==> src/rtl/battle_pkg.sv <==
// Shared battle definitions: unit state encoding, unit type codes and the
// per-type health/power profile used by combatants and the damage resolver.
package battle_pkg;

   typedef enum logic [1:0] {
      ST_IDLE   = 2'd0,
      ST_DEPLOY = 2'd1,
      ST_ALIVE  = 2'd2,
      ST_DYING  = 2'd3
   } unit_state_t;

   typedef enum logic [1:0] {
      UT_NONE   = 2'd0,
      UT_LIGHT  = 2'd1,
      UT_MEDIUM = 2'd2,
      UT_HEAVY  = 2'd3
   } unit_type_t;

   // Every real type spawns at full health for the configured width.
   function automatic int unsigned profile_health(input logic [1:0] utype,
                                                  input int unsigned hp_w);
      return (utype == UT_NONE) ? 0 : ((32'd1 << hp_w) - 32'd1);
   endfunction

   // Power doubles per type: 2^(DMG_W-3), 2^(DMG_W-2), 2^(DMG_W-1).
   function automatic int unsigned profile_power(input logic [1:0] utype,
                                                 input int unsigned dmg_w);
      return (utype == UT_NONE) ? 0 : (32'd1 << (dmg_w - 32'd4 + 32'(utype)));
   endfunction

endpackage

==> src/rtl/combat_unit.sv <==
// One lane unit slot: spawns with a typed profile, walks toward the opposing
// front, attacks on a cooldown when blocked, and holds a timed dying state.
module combat_unit
   import battle_pkg::*;
#(
   parameter int POS_W        = 9,
   parameter int HP_W         = 8,
   parameter int DMG_W        = 8,
   parameter int DIR          = 0,
   parameter int SPAWN_POS    = 0,
   parameter int ATK_COOLDOWN = 2,
   parameter int DEATH_HOLD   = 4
)(
   input  logic             clk,
   input  logic             reset,
   input  logic             spawn_req,
   input  logic [1:0]       spawn_type,
   output logic             spawn_ack,
   input  logic             move_en,
   input  logic             damage_en,
   input  logic [DMG_W-1:0] damage_in,
   input  logic [POS_W-1:0] front_pos,
   output logic [POS_W-1:0] position,
   output logic [DMG_W-1:0] damage_out,
   output logic [1:0]       unit_type,
   output logic             alive,
   output logic             dead
);

   localparam int CD_W   = $clog2(ATK_COOLDOWN + 2);
   localparam int HOLD_W = $clog2(DEATH_HOLD + 2);
   localparam int CMP_W  = (HP_W > DMG_W) ? HP_W : DMG_W;
   localparam logic [POS_W-1:0]  POS_MAX   = '1;
   localparam logic [HOLD_W-1:0] HOLD_LAST = HOLD_W'((DEATH_HOLD > 0) ? DEATH_HOLD - 1 : 0);

   unit_state_t      state_reg, state_next;
   logic [HP_W-1:0]  health_reg, health_next;
   logic [DMG_W-1:0] power_reg, power_next;
   logic [CD_W-1:0]  cool_reg, cool_next;
   logic [HOLD_W-1:0] hold_reg, hold_next;
   logic [POS_W-1:0] pos_reg, pos_next;
   logic [1:0]       type_reg, type_next;
   logic [DMG_W-1:0] dout_reg, dout_next;
   logic             ack_reg, ack_next;
   logic             alive_reg, alive_next;
   logic             dead_reg, dead_next;

   logic accept, lethal, path_clear, hold_done;

   assign accept     = (state_reg == ST_IDLE) && spawn_req && (spawn_type != UT_NONE);
   assign lethal     = (state_reg == ST_ALIVE) && damage_en &&
                       (CMP_W'(damage_in) >= CMP_W'(health_reg));
   assign path_clear = (DIR == 0) ? (pos_reg < front_pos) : (pos_reg > front_pos);
   assign hold_done  = (hold_reg >= HOLD_LAST);

   always_ff @(posedge clk or posedge reset) begin
      if (reset) begin
         state_reg  <= ST_IDLE;
         health_reg <= '0;
         power_reg  <= '0;
         cool_reg   <= '0;
         hold_reg   <= '0;
         pos_reg    <= '0;
         type_reg   <= '0;
         dout_reg   <= '0;
         ack_reg    <= 1'b0;
         alive_reg  <= 1'b0;
         dead_reg   <= 1'b1;
      end else begin
         state_reg  <= state_next;
         health_reg <= health_next;
         power_reg  <= power_next;
         cool_reg   <= cool_next;
         hold_reg   <= hold_next;
         pos_reg    <= pos_next;
         type_reg   <= type_next;
         dout_reg   <= dout_next;
         ack_reg    <= ack_next;
         alive_reg  <= alive_next;
         dead_reg   <= dead_next;
      end
   end

   always_comb begin
      state_next = state_reg;
      case (state_reg)
         ST_IDLE:   if (accept) state_next = ST_DEPLOY;
         ST_DEPLOY: state_next = ST_ALIVE;
         ST_ALIVE:  if (lethal) state_next = ST_DYING;
         ST_DYING:  if (hold_done) state_next = ST_IDLE;
         default:   state_next = ST_IDLE;
      endcase
   end

   // Status flags lag the state by one edge, except that a lethal hit drops alive at once.
   always_comb begin
      health_next = health_reg;
      power_next  = power_reg;
      cool_next   = cool_reg;
      hold_next   = hold_reg;
      pos_next    = pos_reg;
      type_next   = type_reg;
      dout_next   = '0;
      ack_next    = 1'b0;
      alive_next  = (state_reg == ST_ALIVE) && !lethal;
      dead_next   = (state_reg == ST_IDLE);
      case (state_reg)
         ST_IDLE: begin
            if (accept) begin
               ack_next  = 1'b1;
               type_next = spawn_type;
            end
         end
         ST_DEPLOY: begin
            health_next = HP_W'(profile_health(type_reg, HP_W));
            power_next  = DMG_W'(profile_power(type_reg, DMG_W));
            pos_next    = POS_W'(SPAWN_POS);
            cool_next   = '0;
         end
         ST_ALIVE: begin
            if (lethal) begin
               health_next = '0;
               hold_next   = '0;
            end else begin
               // Non-lethal means damage_in < health, so the narrowing cannot lose bits.
               if (damage_en)
                  health_next = health_reg - HP_W'(damage_in);
               if (move_en) begin
                  if (path_clear) begin
                     if (DIR == 0)
                        pos_next = (pos_reg != POS_MAX) ? pos_reg + 1'b1 : pos_reg;
                     else
                        pos_next = (pos_reg != '0) ? pos_reg - 1'b1 : pos_reg;
                  end else if (cool_reg == '0) begin
                     dout_next = power_reg;
                     cool_next = CD_W'(ATK_COOLDOWN);
                  end else begin
                     cool_next = cool_reg - 1'b1;
                  end
               end
            end
         end
         ST_DYING: begin
            hold_next = hold_reg + 1'b1;
            if (hold_done)
               type_next = '0;
         end
         default: ;
      endcase
   end

   assign spawn_ack  = ack_reg;
   assign position   = pos_reg;
   assign damage_out = dout_reg;
   assign unit_type  = type_reg;
   assign alive      = alive_reg;
   assign dead       = dead_reg;

endmodule

==> config.mk <==
export PLATFORM = sky130hd
export DESIGN_NAME = combat_unit
export DESIGN_NICKNAME = d
export VERILOG_FILES = /design/src/rtl/battle_pkg.sv /design/src/rtl/combat_unit.sv
export SDC_FILE = /design/constraint.sdc
export NUM_CORES = 1
export LEC_CHECK = 0
export CAP_MARGIN = 20
export CORE_ASPECT_RATIO = 1.2
export CORE_MARGIN = 2
export CORE_UTILIZATION = 52
export DETAILED_ROUTE_END_ITERATION = 8
export PLACE_DENSITY = 0.8
export REMOVE_ABC_BUFFERS = 1
export SYNTH_ARGS = -nofsm -noshare
export SYNTH_HDL_FRONTEND = slang
export SYNTH_SLANG_ARGS = --single-unit
==> constraint.sdc <==
create_clock -name clk -period 3.2 [get_ports clk]
set_input_delay 0.8 -clock clk [delete_from_list [all_inputs] [get_ports clk]]
set_output_delay 0.8 -clock clk [all_outputs]
set_load 0.02 [all_outputs]
==> summary.md <==
| Metric | Value |
|---|---|
| Global-route wire length before repair | `9150 µm` |
| RSZ-0062 raised after global routing | `false` |
| Register area | `902 µm²` |
| Hold Path Class | `flip-flop to flip-flop` |
| Num Clock Sinks | `36` |
| Peak VDD IR | `465 µV` |
| RePlAce Congestion | `0.891` |
| Fillers | `406` |
| Initial antenna violation count | `0` |
| Tmin final | `3.08 ns` |
| Core Area | `4530 µm²` |
| Critical Path RT | `3.37 ns` |
| Crit share post-route | `96.4%` |
| Synth Cell Area | `2420 µm²` |
| WL per Instance | `13.8 µm` |
| Total grt overflow | `0` |
| Design area | `3080 µm²` |
| Mapped Cells | `267` |
| # diodes | `0` |
| Root buffer cell | `clkbuf_8` |
| Startpoint Class | `input port` |
| Mean post-synth cell area | `9.06 µm²` |
| Simple-Gate Fraction of Synth Area | `18.0%` |
| Total GRT Usage | `22.4%` |
| Synth Area in XOR/XNOR | `1.81%` |
| Worst slew margin | `44.9%` |
| Post-synthesis sequential area ratio | `37.3%` |
| Static leakage | `1.43 nW` |
| CP max stage delay | `0.49 ns` |
| TritonCTS clock tree | `yes` |
| Post-synth top flop | `dfrtp_1` |
| Compound-gate portion of the synthesized area | `20.9%` |
| Max Cap Violations | `0` |
| Async SR Flop Fraction | `100%` |
| Clock latency on the worst-skew pair | `0.29 ns` |
| Residual DRC | `0` |
| Post-synth EDFFs | `0` |
| Pwr Density | `821 nW/µm²` |
| # IOs | `46` |
| Iteration-0 DRC Markers | `128` |
| Clock skew | `0.00339 ns` |
| Die W | `66.3 µm` |
| Final setup margin | `0.115 ns` |
| Total Wirelength | `5250 µm` |
| DP Area | `2960 µm²` |
| Slowest CP cell | `clkdlybuf4s50_1` |
| Routed via count | `2097` |
| #FFs+latches synth | `36` |
| Hold_buf cts | `0` |
| FMAX | `324 MHz` |
| Area delta synth->final | `27.1%` |
| Die area | `5220 µm²` |
| Setup TNS | `0 ns` |
| Largest net degree at the start of global routing | `37` |
| Num CTS Buffers | `5` |
| Worst Tran Pin Value | `0.805 ns` |
| Final setup violation count | `0` |
| ANT nets after route | `0` |
| # nets final | `373` |
| Port Buffers | `41` |
| Die H | `78.7 µm` |
| Vias/cell | `5.50` |
| Multi-input logic area | `1370 µm²` |
| Crit-path cells | `clkdlybuf4s50_1 > ha_1 > inv_1 > fa_1 > a211oi_2 > nor3_2 > o31a_1 > o21ai_2 > nor2_1 > a311o_1` |
| Setup CP Type | `input port to flip-flop` |
| Pre-CTS WS | `-0.224 ns` |
| CP Data Arrival Time | `3.26 ns` |
| Worst Path Max Fanout | `4` |
| Max Slew Vio Count | `0` |
| Hold Slack | `0.494 ns` |
| Largest register FFs | `9` |
| Yosys warning count | `0` |
| Final Core Density | `68.0%` |
| DP HPWL | `3960 µm` |
| Status | `complete, no violations` |
| Mux share of post-synthesis cell area | `0.465%` |
| Post-synthesis adder-cell area fraction | `14.3%` |
| CTS max path bufs | `2` |
| Number of library cell types mapped by synthesis | `56` |
| H-tree depth | `2` |
| Vias in the first global route | `2089` |
| Kind of end point of the critical path | `flip-flop` |
| Largest family of logic cells by synthesized area | `compound AO/OA/AOI/OAI gates` |
| Initial core utilization | `53.5%` |
| Final hold vios | `0` |
| Layout cell share with drive strength beyond 1 | `10.2%` |
| Clk slew on worst S/H paths | `0.07 ns` |
| Drt pass-1 iters | `4` |
| Number of setup buffers added after CTS | `0` |
| Num rows | `27` |
==> per-stage QoR <==
step	cells	total power [mW]
global route	381	2.74
CTS	381	2.53
finish	381	2.53
detailed placement	373	2.12
global placement	373	2.07
floorplan	261	1.64
==> synthesized netlist by cell type, drive strengths merged (3+ instances only) <==
library cell  number  share of area (%)
buf                6                1.8
a41oi              4                1.4
and2               3               0.78
nor2              26                4.0
clkbuf             4               0.62
a31oi              3               0.78
a21oi             15                3.1
and3               9                2.5
o21ai             13                2.8
dfrtp             35                 36
nor3               5                1.2
xor2               3                1.1
inv               30                4.7
nand2             19                2.9
a21o               3               0.93
o22ai              3               0.78
nor2b              6                1.6
a211oi             5                2.3
nand3              8                2.2
o31ai              4                1.2
ha                26                 13
o211ai             3               0.93
==> final timing paths <==
path / start / endpoint / slack (ns) / cells past startpoint
worst max-delay path: damage_in[0] / position[1]$_DFFE_PP0P_ / 0.12 / 10
worst min-delay path: power_reg[7]$_DFFE_PP0P_ / damage_out[7]$_DFF_PP0_ / 0.49 / 2
worst max register to register: position[0]$_DFFE_PP0P_ / position[2]$_DFFE_PP0P_ / 0.69 / 10
worst min register to register: power_reg[7]$_DFFE_PP0P_ / damage_out[7]$_DFF_PP0_ / 0.49 / 2
max in group asynchronous: reset / dead$_DFF_PP1_ / 1.93 / 3
min in group asynchronous: reset / health_reg[5]$_DFFE_PP0P_ / 0.91 / 3
==> routing by layer <==
layer  part of all wire [%]  wire [µm]  global-route usage (%)
met5                      0          0                       0
met4                    2.4        125                    8.57
met3                    3.9        206                    4.25
met2                     54       2820                    39.5
met1                     40       2100                    26.5
==> cells in the final DEF (no fill, tap or decap), drive strengths merged, types with 6 or more instances in the layout <==
cell           instances
nor2b                  6
clkdlybuf4s50         41
nor2                  26
o21ai                 13
buf                   13
dfrtp                 35
ha                    26
nand3                  8
and3                   9
a21oi                 15
nand2                 19
inv                   30
==> power by group <==
part | leakage [nW] | internal, mW | switching [mW]
Clock | 0.0541 | 0.231 | 0.169
Combinational | 0.917 | 0.626 | 0.773
Sequential | 0.461 | 0.605 | 0.122
Total | 1.43 | 1.46 | 1.06
==> critical path, delay by kind of cell <==
kind / cells / cell delay, ns
compound gates: 4 / 1.13
fa+ha+maj: 2 / 0.58
buf+inv: 2 / 0.55
simple gates: 2 / 0.19
==> area by class of cell <==
cell class,instances,share of cell area (%)
Multi-Input combinational cell,195,44.5
Sequential cell,36,29.3
Timing Repair Buffer,54,16.5
Inverter,30,3.66
Tap cell,58,2.36
Clock buffer,5,2.24
Clock inverter,3,1.38
==> logic make-up after synthesis <==
group | count (synthesis)
AND/OR/NAND/NOR | 86
XOR/XNOR | 5
other | 1
AO/OA/AOI/OAI | 71
multiplexers | 1
flip-flops | 36
buffers and inverters | 40
adder cells (fa/ha/maj) | 27
==> what timing repair did <==
action,CTS,global route
endpoints found under the setup margin,0,2
gates resized for setup,0,2
hold endpoints to repair,0,0
Power figures use the tool's default switching activity.
